$ cat src/rtl/conv_stream_pkg.sv
// Shared types and TUSER bit positions for the conv-in AXI-Stream path.
// Field widths here define the config header layout decoded by conv_tuser_gen.
package conv_stream_pkg;

  localparam int unsigned DATA_W   = 64;
  localparam int unsigned KW2_W    = 3;
  localparam int unsigned COLS_W   = 10;
  localparam int unsigned CIN_W    = 10;
  localparam int unsigned BLOCKS_W = 10;

  // TUSER layout of the conv-in stream, mirrored from params.v
  localparam int unsigned I_IS_CONFIG         = 0;
  localparam int unsigned I_IS_CIN_LAST       = 1;
  localparam int unsigned I_IS_COLS_1_K2      = 2;
  localparam int unsigned I_KW2               = 3;
  localparam int unsigned TUSER_WIDTH_CONV_IN = I_KW2 + KW2_W;

  typedef enum logic {
    S_CFG,
    S_RUN
  } state_t;

  // Header word layout, low bits first: kw2, cols_1, cin_1, blocks_1
  typedef struct packed {
    logic [BLOCKS_W-1:0] blocks_1;
    logic [CIN_W-1:0]    cin_1;
    logic [COLS_W-1:0]   cols_1;
    logic [KW2_W-1:0]    kw2;
  } cfg_t;

endpackage

$ cat src/rtl/axis_pipe_reg.sv
// One-stage valid/ready register slice with a global clock enable.
// Ready is combinational so a full slice can accept a beat in the same cycle it drains.
module axis_pipe_reg #(
  parameter int unsigned WIDTH = 8
) (
  input  logic             clk,
  input  logic             rst_n,
  input  logic             en,
  input  logic             in_valid,
  output logic             in_ready_c,
  input  logic [WIDTH-1:0] in_payload,
  output logic             out_valid,
  input  logic             out_ready,
  output logic [WIDTH-1:0] out_payload
);

  assign in_ready_c = en & (~out_valid | out_ready);

  always_ff @(posedge clk or negedge rst_n) begin
    if (!rst_n) begin
      out_valid   <= 1'b0;
      out_payload <= '0;
    end else if (in_valid & in_ready_c) begin
      out_valid   <= 1'b1;
      out_payload <= in_payload;
    end else if (en & out_ready) begin
      out_valid <= 1'b0;
    end
  end

endmodule

$ cat src/rtl/conv_tuser_gen.sv
// Tags the conv-in stream with TUSER flags: a config header beat followed by
// image beats in cin-innermost, column, row-block order; TLAST on the final beat.
module conv_tuser_gen
  import conv_stream_pkg::*;
#(
  parameter int unsigned WORD_WIDTH  = DATA_W,
  parameter int unsigned BITS_COLS   = COLS_W,
  parameter int unsigned BITS_CIN    = CIN_W,
  parameter int unsigned BITS_BLOCKS = BLOCKS_W,
  parameter int unsigned TUSER_WIDTH = TUSER_WIDTH_CONV_IN,
  parameter int unsigned BITS_KW2    = KW2_W
) (
  input  logic                   aclk,
  input  logic                   aresetn,
  input  logic                   aclken,
  input  logic                   s_valid,
  output logic                   s_ready,
  input  logic [WORD_WIDTH-1:0]  s_data,
  output logic                   m_valid,
  input  logic                   m_ready,
  output logic [WORD_WIDTH-1:0]  m_data,
  output logic [TUSER_WIDTH-1:0] m_user,
  output logic                   m_last,
  output logic                   cfg_err
);

  localparam int unsigned CMP_W = BITS_COLS + 1;
  localparam int unsigned PAY_W = 1 + TUSER_WIDTH + WORD_WIDTH;

  state_t                 state, state_n;
  cfg_t                   cfg_q, cfg_n, hdr;
  logic [BITS_CIN-1:0]    cin, cin_n;
  logic [BITS_COLS-1:0]   col, col_n;
  logic [BITS_BLOCKS-1:0] blk, blk_n;
  logic                   err_q, err_n;
  logic                   xfer;
  logic                   cin_last, col_last, blk_last;
  logic [CMP_W-1:0]       k2_col;
  logic [TUSER_WIDTH-1:0] user_c;
  logic                   last_c;

  assign xfer = s_valid & s_ready;

  always_comb begin
    hdr          = '0;
    hdr.kw2      = KW2_W'(s_data[0 +: BITS_KW2]);
    hdr.cols_1   = COLS_W'(s_data[BITS_KW2 +: BITS_COLS]);
    hdr.cin_1    = CIN_W'(s_data[BITS_KW2 + BITS_COLS +: BITS_CIN]);
    hdr.blocks_1 = BLOCKS_W'(s_data[BITS_KW2 + BITS_COLS + BITS_CIN +: BITS_BLOCKS]);
  end

  assign cin_last = (cin == BITS_CIN'(cfg_q.cin_1));
  assign col_last = (col == BITS_COLS'(cfg_q.cols_1));
  assign blk_last = (blk == BITS_BLOCKS'(cfg_q.blocks_1));
  // Widened so kw2 > cols_1 yields an unreachable column instead of wrapping
  assign k2_col   = CMP_W'(cfg_q.cols_1) - CMP_W'(cfg_q.kw2);

  always_comb begin
    state_n = state;
    cfg_n   = cfg_q;
    err_n   = err_q;
    cin_n   = cin;
    col_n   = col;
    blk_n   = blk;
    user_c  = '0;
    last_c  = 1'b0;
    case (state)
      S_CFG: begin
        user_c[I_IS_CONFIG]        = 1'b1;
        user_c[I_KW2 +: BITS_KW2]  = BITS_KW2'(hdr.kw2);
        if (xfer) begin
          cfg_n   = hdr;
          err_n   = (hdr.cols_1 < COLS_W'(hdr.kw2));
          state_n = S_RUN;
          cin_n   = '0;
          col_n   = '0;
          blk_n   = '0;
        end
      end
      S_RUN: begin
        user_c[I_KW2 +: BITS_KW2]  = BITS_KW2'(cfg_q.kw2);
        user_c[I_IS_CIN_LAST]      = cin_last;
        user_c[I_IS_COLS_1_K2]     = (CMP_W'(col) == k2_col) & ~err_q;
        last_c                     = cin_last & col_last & blk_last;
        if (xfer) begin
          if (!cin_last) begin
            cin_n = cin + BITS_CIN'(1);
          end else begin
            cin_n = '0;
            if (!col_last) begin
              col_n = col + BITS_COLS'(1);
            end else begin
              col_n = '0;
              if (!blk_last) begin
                blk_n = blk + BITS_BLOCKS'(1);
              end else begin
                blk_n   = '0;
                state_n = S_CFG;
              end
            end
          end
        end
      end
      default: state_n = S_CFG;
    endcase
  end

  always_ff @(posedge aclk or negedge aresetn) begin
    if (!aresetn) begin
      state <= S_CFG;
      cfg_q <= '0;
      err_q <= 1'b0;
      cin   <= '0;
      col   <= '0;
      blk   <= '0;
    end else if (aclken) begin
      state <= state_n;
      cfg_q <= cfg_n;
      err_q <= err_n;
      cin   <= cin_n;
      col   <= col_n;
      blk   <= blk_n;
    end
  end

  assign cfg_err = err_q;

  axis_pipe_reg #(
    .WIDTH(PAY_W)
  ) u_pipe (
    .clk        (aclk),
    .rst_n      (aresetn),
    .en         (aclken),
    .in_valid   (s_valid),
    .in_ready_c (s_ready),
    .in_payload ({last_c, user_c, s_data}),
    .out_valid  (m_valid),
    .out_ready  (m_ready),
    .out_payload({m_last, m_user, m_data})
  );

endmodule

$ cat config.mk
export PLATFORM = sky130hd
export DESIGN_NAME = conv_tuser_gen
export DESIGN_NICKNAME = d
export VERILOG_FILES = /design/src/rtl/conv_stream_pkg.sv /design/src/rtl/axis_pipe_reg.sv /design/src/rtl/conv_tuser_gen.sv
export SDC_FILE = /design/constraint.sdc
export NUM_CORES = 1
export LEC_CHECK = 0
export ABC_AREA = 1
export ABC_CLOCK_PERIOD_IN_PS = 3000
export CORE_MARGIN = 10
export CORE_UTILIZATION = 45
export DETAILED_ROUTE_END_ITERATION = 6
export HOLD_SLACK_MARGIN = 0.1
export PLACE_DENSITY = 0.71
export SYNTH_ARGS = -nofsm -noshare
export SYNTH_HDL_FRONTEND = slang
export SYNTH_HIERARCHICAL = 1
export SYNTH_SLANG_ARGS = --single-unit
export TNS_END_PERCENT = 100
$ cat constraint.sdc
create_clock -name aclk -period 3 [get_ports aclk]
set_input_delay 0.6 -clock aclk [delete_from_list [all_inputs] [get_ports aclk]]
set_output_delay 0.6 -clock aclk [all_outputs]
set_load 0.1 [all_outputs]
# ---- After elaboration in Yosys (flattened, before gate mapping)
# Cells that the tools add are included.
dict set report totals {
  input_bits 69
  out_inout_bits 74
  wordCells 64
  regBits 137
}
dict set report op_classes {
  reduce_logical 5
  n_eq_ne 8
  add_sub_neg 4
  order_cmp 1
  n_bitwise 10
  muxes 25
}
# operator n
set ops {}
lappend ops {{$mux W10} 10}
lappend ops {{$pmux W10 S2} 3}
lappend ops {{$add A10 B1 Y10 const B} 3}
lappend ops {{$eq A10 B10 Y1} 3}
lappend ops {{$eq A10 B11 Y1} 1}
lappend ops {{$sub A10 B3 Y11} 1}
lappend ops {{$lt A10 B3 Y1} 1}
lappend ops {{$mux W1} 9}
lappend ops {{$and A1 B1 Y1} 6}
lappend ops {{$ne A2 B1 Y1 const B} 3}
lappend ops {{$pmux W3 S2} 1}
lappend ops {{$reduce_and A3 Y1} 2}
lappend ops {{$reduce_and A5 Y1} 1}
lappend ops {{$reduce_and A4 Y1} 1}
lappend ops {{$not A1 Y1} 3}
lappend ops {{$mux W2} 1}
lappend ops {{$ne A2 B2 Y1 const B} 1}
lappend ops {{$pmux W1 S2} 1}
lappend ops {{$reduce_bool A2 Y1} 1}
lappend ops {{$or A1 B1 Y1} 1}

# ---- Longest topological paths before layout
dict set report logic_depth {
  word_depth 6
  ltp_mapped 14
  ltp_nobuf 14
}

# ---- Hierarchy
# Netlist, hierarchy kept.
# module seq_area_each_um2 area_each_um2 instances cells_each
set modules_own_cells {}
lappend modules_own_cells {conv_tuser_gen 1626.6 4061.4 1 577}
lappend modules_own_cells {axis_pipe_reg 1801.7 2962.8 1 322}

# ---- Worst setup path before layout
# Ideal clock, no wire load.
dict set report synth_timing {
  path_kind {register -> register}
  from {reg u_pipe.out_valid}
  to {reg cfg_q[12] in the netlist's numbering}
  setup_time_ns 0.130
  synth_period_minus_slack_ns 4.859
  required_ns 2.870
  slack_ns -1.859
  t_arrival_ns 4.729
  n_path_buf 2
  path_stages_with_launch 7
  cell_sequence {dfrtp_1 > a21boi_0 > nand3_2 > nor2_1 > buf_2 > clkbuf_1 > o21ai_0}
}
dict set report synth_via {
  elab_chain_len 5
}
# element line
set synth_rtl {}
lappend synth_rtl {{start: declaration} axis_pipe_reg.sv:12} ;# output logic out_valid,
lappend synth_rtl {{start signal: assignment} axis_pipe_reg.sv:21} ;# out_valid <= 1'b0;
lappend synth_rtl {{start signal: assignment} axis_pipe_reg.sv:24} ;# out_valid <= 1'b1;
lappend synth_rtl {{start signal: assignment} axis_pipe_reg.sv:27} ;# out_valid <= 1'b0;
lappend synth_rtl {{$not A1 Y1} axis_pipe_reg.sv:17} ;# assign in_ready_c = en & (~out_valid | out_ready);
lappend synth_rtl {{$or A1 B1 Y1} axis_pipe_reg.sv:17}
lappend synth_rtl {{$and A1 B1 Y1} axis_pipe_reg.sv:17}
lappend synth_rtl {{via s_ready} conv_tuser_gen.sv:17} ;# output logic s_ready,
lappend synth_rtl {{$and A1 B1 Y1} conv_tuser_gen.sv:42} ;# assign xfer = s_valid & s_ready;
lappend synth_rtl {{$reduce_and A3 Y1 (no line)} n/a}
lappend synth_rtl {{end signal: assignment} conv_tuser_gen.sv:118} ;# cfg_q <= cfg_n;
lappend synth_rtl {{end: declaration} conv_tuser_gen.sv:31} ;# cfg_t cfg_q, cfg_n, hdr;
# The timed path passes the listed nets, and every way through them passes these cells.
# A chain may end at the register's enable or synchronous reset.

# ---- Worst setup path after layout
dict set report layout_timing {
  from {reg cfg_q[3] in the netlist's numbering}
  to {reg u_pipe.out_payload[66]}
}
dict set report layout_via {
  elab_chain_len 4
}
# element line
set layout_rtl {}
lappend layout_rtl {{$sub A10 B3 Y11} conv_tuser_gen.sv:56} ;# assign k2_col = CMP_W'(cfg_q.cols_1) - CMP_W'(cfg_q.kw2);
lappend layout_rtl {{$eq A10 B11 Y1} conv_tuser_gen.sv:83} ;# user_c[I_IS_COLS_1_K2] = (CMP_W'(col) == k2_col) & ~err_q;
lappend layout_rtl {{$and A1 B1 Y1} conv_tuser_gen.sv:83}
lappend layout_rtl {{$mux W2} conv_tuser_gen.sv:67} ;# case (state)
lappend layout_rtl {{via user_c[2]} conv_tuser_gen.sv:39} ;# logic [TUSER_WIDTH-1:0] user_c;
lappend layout_rtl {{end signal: assignment} axis_pipe_reg.sv:25} ;# out_payload <= in_payload;
lappend layout_rtl {{end: declaration} axis_pipe_reg.sv:14} ;# output logic [WIDTH-1:0] out_payload
# The timed path passes the listed nets, and every way through them passes these cells.

==> results.py <==
metrics = {
    "outcome": {
        "outcome": "completed",
    },
    "final_layout": {
        "syn_to_final_growth_pct": 29.46,
        "drive_above_1_share": 0.1392,
        "antenna_cells": 0,
        "final_design_area_no_fill_um2": 9094,
        "nNetsFinal": 1107,
        "n_fill_cell": 1404,
    },
    "timing": {
        "drv_slew": 0,
        "max_slew_margin": 0.4474,
        "fin_crit_sh": 0.7234,
        "setup_viol": 0,
        "skew_ns": 0.008452,
        "min_period_ns": 2.170,
        "timing.fmax_mhz": 460.8,
        "rsz0062_at_grt": "false",
        "final_hold_viol_count": 0,
        "tightest_slew_ns": 0.8288,
        "tns_ns": 0,
    },
    "critical_path": {
        "cp_top_family": "simple AND/OR/NAND/NOR gates",
        "crit_type": "reg -> reg",
        "startpoint": "cfg_q[3]",
        "crit_cells": 12,
        "cp_max_fo": 3,
        "critPathCaptureType": "register",
        "path_buf_inv": 1,
        "max_stage_delay_ns": 0.44,
        "r2r_cells": 12,
        "cp.arrival_ns": 2.53,
        "critPathSlowestCell": "fa_1",
        "crit_required_ns": 3.36,
        "path_cells": "inv_1, ha_1, fa_1, nand2_1, nand3_1, nor2_1, nand3_1, a21oi_1, nand4_1, nor2_1, nand4_1, nand2_1",
        "worstReg2RegStart": "cfg_q[3]",
        "start_kind": "register",
        "r2r_slack_ns": 0.83,
        "r2r_end": "u_pipe/out_payload[66]",
        "crit_path_end": "u_pipe/out_payload[66]",
    },
    "global_routing": {
        "grt-ovfl-total": 0,
        "antenna_found_initial": 0,
        "grt_max_degree": 74,
        "track_usage": 0.1873,
        "grt_pass1_wl_um": 32950,
        "grt_pass1_vias": 6388,
    },
    "synth": {
        "synth_area_um2": 7024,
        "yosysSeqAreaShare": 0.4881,
        "postSynthCellCount": 899,
        "yosysTopAreaCellShare": 0.4881,
        "synthArstFlopShare": 1.000,
        "syn_nets": 977,
        "synth.most_common_cell": "nand2_1",
        "synth_edf_count": 0,
        "ys_seq_elements": 137,
        "synth_commonest_cells": "341 x nand2_1, 137 x dfrtp_1, 83 x nand4_1",
        "synth_cell_types": 33,
        "synth_area_leaders": "dfrtp_1 49%, nand2_1 18%, nand4_1 7.4%, inv_1 3.6%, nor2_1 3.0%",
        "syn_avg_cell_area_um2": 7.813,
        "yosysTopAreaCell": "dfrtp_1",
        "yosys_warnings": 6,
        "synthFlopType": "dfrtp_1",
    },
    "floorplanning": {
        "die_y_um": 144.9,
        "die_w_um": 144.9,
        "boundaryPins": 143,
        "dieArea_um2": 21010,
        "fp-row-count": 45,
        "core_area_um2": 15260,
        "initial_utilization": 0.4604,
    },
    "clock_tree": {
        "path_clk_slew_ns": 0.06,
        "h-tree-depth": 4,
        "postCtsSetupBuffers": 0,
        "clk_latency_ns": 0.42,
        "cts_tree": "built",
        "cts_root_buffer": "clkbuf_16",
        "post_cts_resized": 0,
        "numCtsBuffers": 17,
        "cts_hold_buf": 0,
        "cts.sinks": 137,
        "clock_path_buffers": 2,
    },
    "drt": {
        "drtIter0Drc": 414,
        "drc": 0,
        "vias": 6425,
        "routed_via_density": 5.128,
        "firstDrtPassIters": 5,
        "route.antenna.remaining_nets": 0,
        "routed_wl_um": 20080,
        "avgRoutedWirePerCell_um": 16.02,
    },
    "power_and_ir_drop": {
        "powerDensity_nw_per_um2": 727.6,
        "leakage_uw": 0.004579,
        "p_sw_frac": 0.3977,
        "p_int_uw": 3985,
        "seqPwrFrac": 0.333,
        "power.total_uw": 6616,
        "peakVddDrop_v": 0.0004925,
        "pwr-share-clk": 0.351,
        "p_comb_frac": 0.316,
        "p_sw_uw": 2631,
    },
    "placement": {
        "hpwl_um": 14150,
        "port-buffer-count": 142,
        "globalplace.congestion": 0.8658,
        "dpl_cell_area_um2": 8443,
    },
    "flow_run": {
        "drv_cap": 0,
    },
    "min_path": {
        "hp-class": "in -> async",
    },
}
## logic make-up (layout without fill, tap and decap cells)
family	Yosys count	after routing	share of synthesized area
simple gates	541	541	0.3386
flops	137	137	0.4881
buf+inv	119	262	0.07214
compound gates	70	70	0.05540
xor+xnor	23	23	0.02868
fa+ha+maj	9	9	0.01710
## flip-flops by register name, indices dropped and copies added (netlist names)
register            cells
cin                    10
u_pipe/out_payload     71
blk                    10
cfg_q                  33
state                   1
u_pipe/out_valid        1
cfg_err                 1
col                    10
## layout make-up
cell class | instances | area (um^2) | area share
clock buffers | 19 | 432.9 | 0.04761
clock inverters | 13 | 217.7 | 0.02394
inverters | 72 | 270.3 | 0.02972
multi-input cells | 643 | 3108 | 0.3418
flip-flops and latches | 137 | 3428 | 0.3770
well taps | 211 | 264.0 | 0.02903
repair buffers | 158 | 1373 | 0.1509
## worst min-delay path by stage
stage / startpoint / endpoint / slack (ns) / cells past startpoint
2_1_floorplan: aresetn / blk[0] / 0.30 / 0
3_3_place_gp: u_pipe/out_payload[12] / u_pipe/out_payload[12] / 0.46 / 2
3_5_place_dp: u_pipe/out_payload[44] / u_pipe/out_payload[44] / 0.46 / 2
4_1_cts: aresetn / cfg_q[13] / 0.17 / 1
5_1_grt: aresetn / col[7] / 0.18 / 1
6_report: aresetn / col[7] / 0.16 / 1
## stage by stage
step                hold slack, ns  setup WS (ns)  cells    util
floorplan                   0.3044         0.2426    899       -
global placement            0.4558         0.5472   1221  0.5533
detailed placement          0.4594         0.4703   1221  0.5533
CTS                         0.1729         0.8217   1253  0.5960
global route                0.1836         0.6433   1253  0.5960
finish                      0.1562         0.8297   1253  0.5960
## power groups by stage
| stage | clock (uW) | combinational [uW] | sequential (uW) |
|---|---|---|---|
| after floorplan | 0 | 361 | 3400 |
| after global placement | 0 | 2090 | 2230 |
| after detailed placement | 0 | 2100 | 2230 |
| after CTS | 2350 | 2110 | 2210 |
| after global routing | 2420 | 2190 | 2230 |
| final | 2320 | 2090 | 2210 |
## layer usage
layer	vias up	track usage	share of wire
met5	-	0	0
met4	0	0.06997	0.020
met3	28	0.05526	0.062
met2	163	0.3028	0.48
met1	3058	0.2313	0.44
li1	3176	-	-
## layout by cell type (no fill, tap or decap), types with 2 or more instances in the layout
master / count
xor2_1: 12
clkbuf_16: 17
nor2_4: 3
buf_12: 2
nor3_1: 7
xnor2_1: 11
inv_1: 68
o21ai_0: 42
nand3_2: 5
inv_6: 3
inv_2: 3
dfrtp_1: 137
clkbuf_1: 2
o21bai_1: 9
bufinv_16: 5
ha_1: 8
or2_2: 3
clkinv_4: 3
buf_2: 2
nand4_1: 83
nand2_1: 341
o21ai_2: 3
o21ai_1: 6
nor2_1: 56
nand3_1: 36
nand2_2: 2
clkinvlp_4: 2
a21oi_1: 8
buf_4: 88
nor4_1: 2
clkdlybuf4s50_1: 65
No activity file was read; power rests on OpenSTA's default activity.
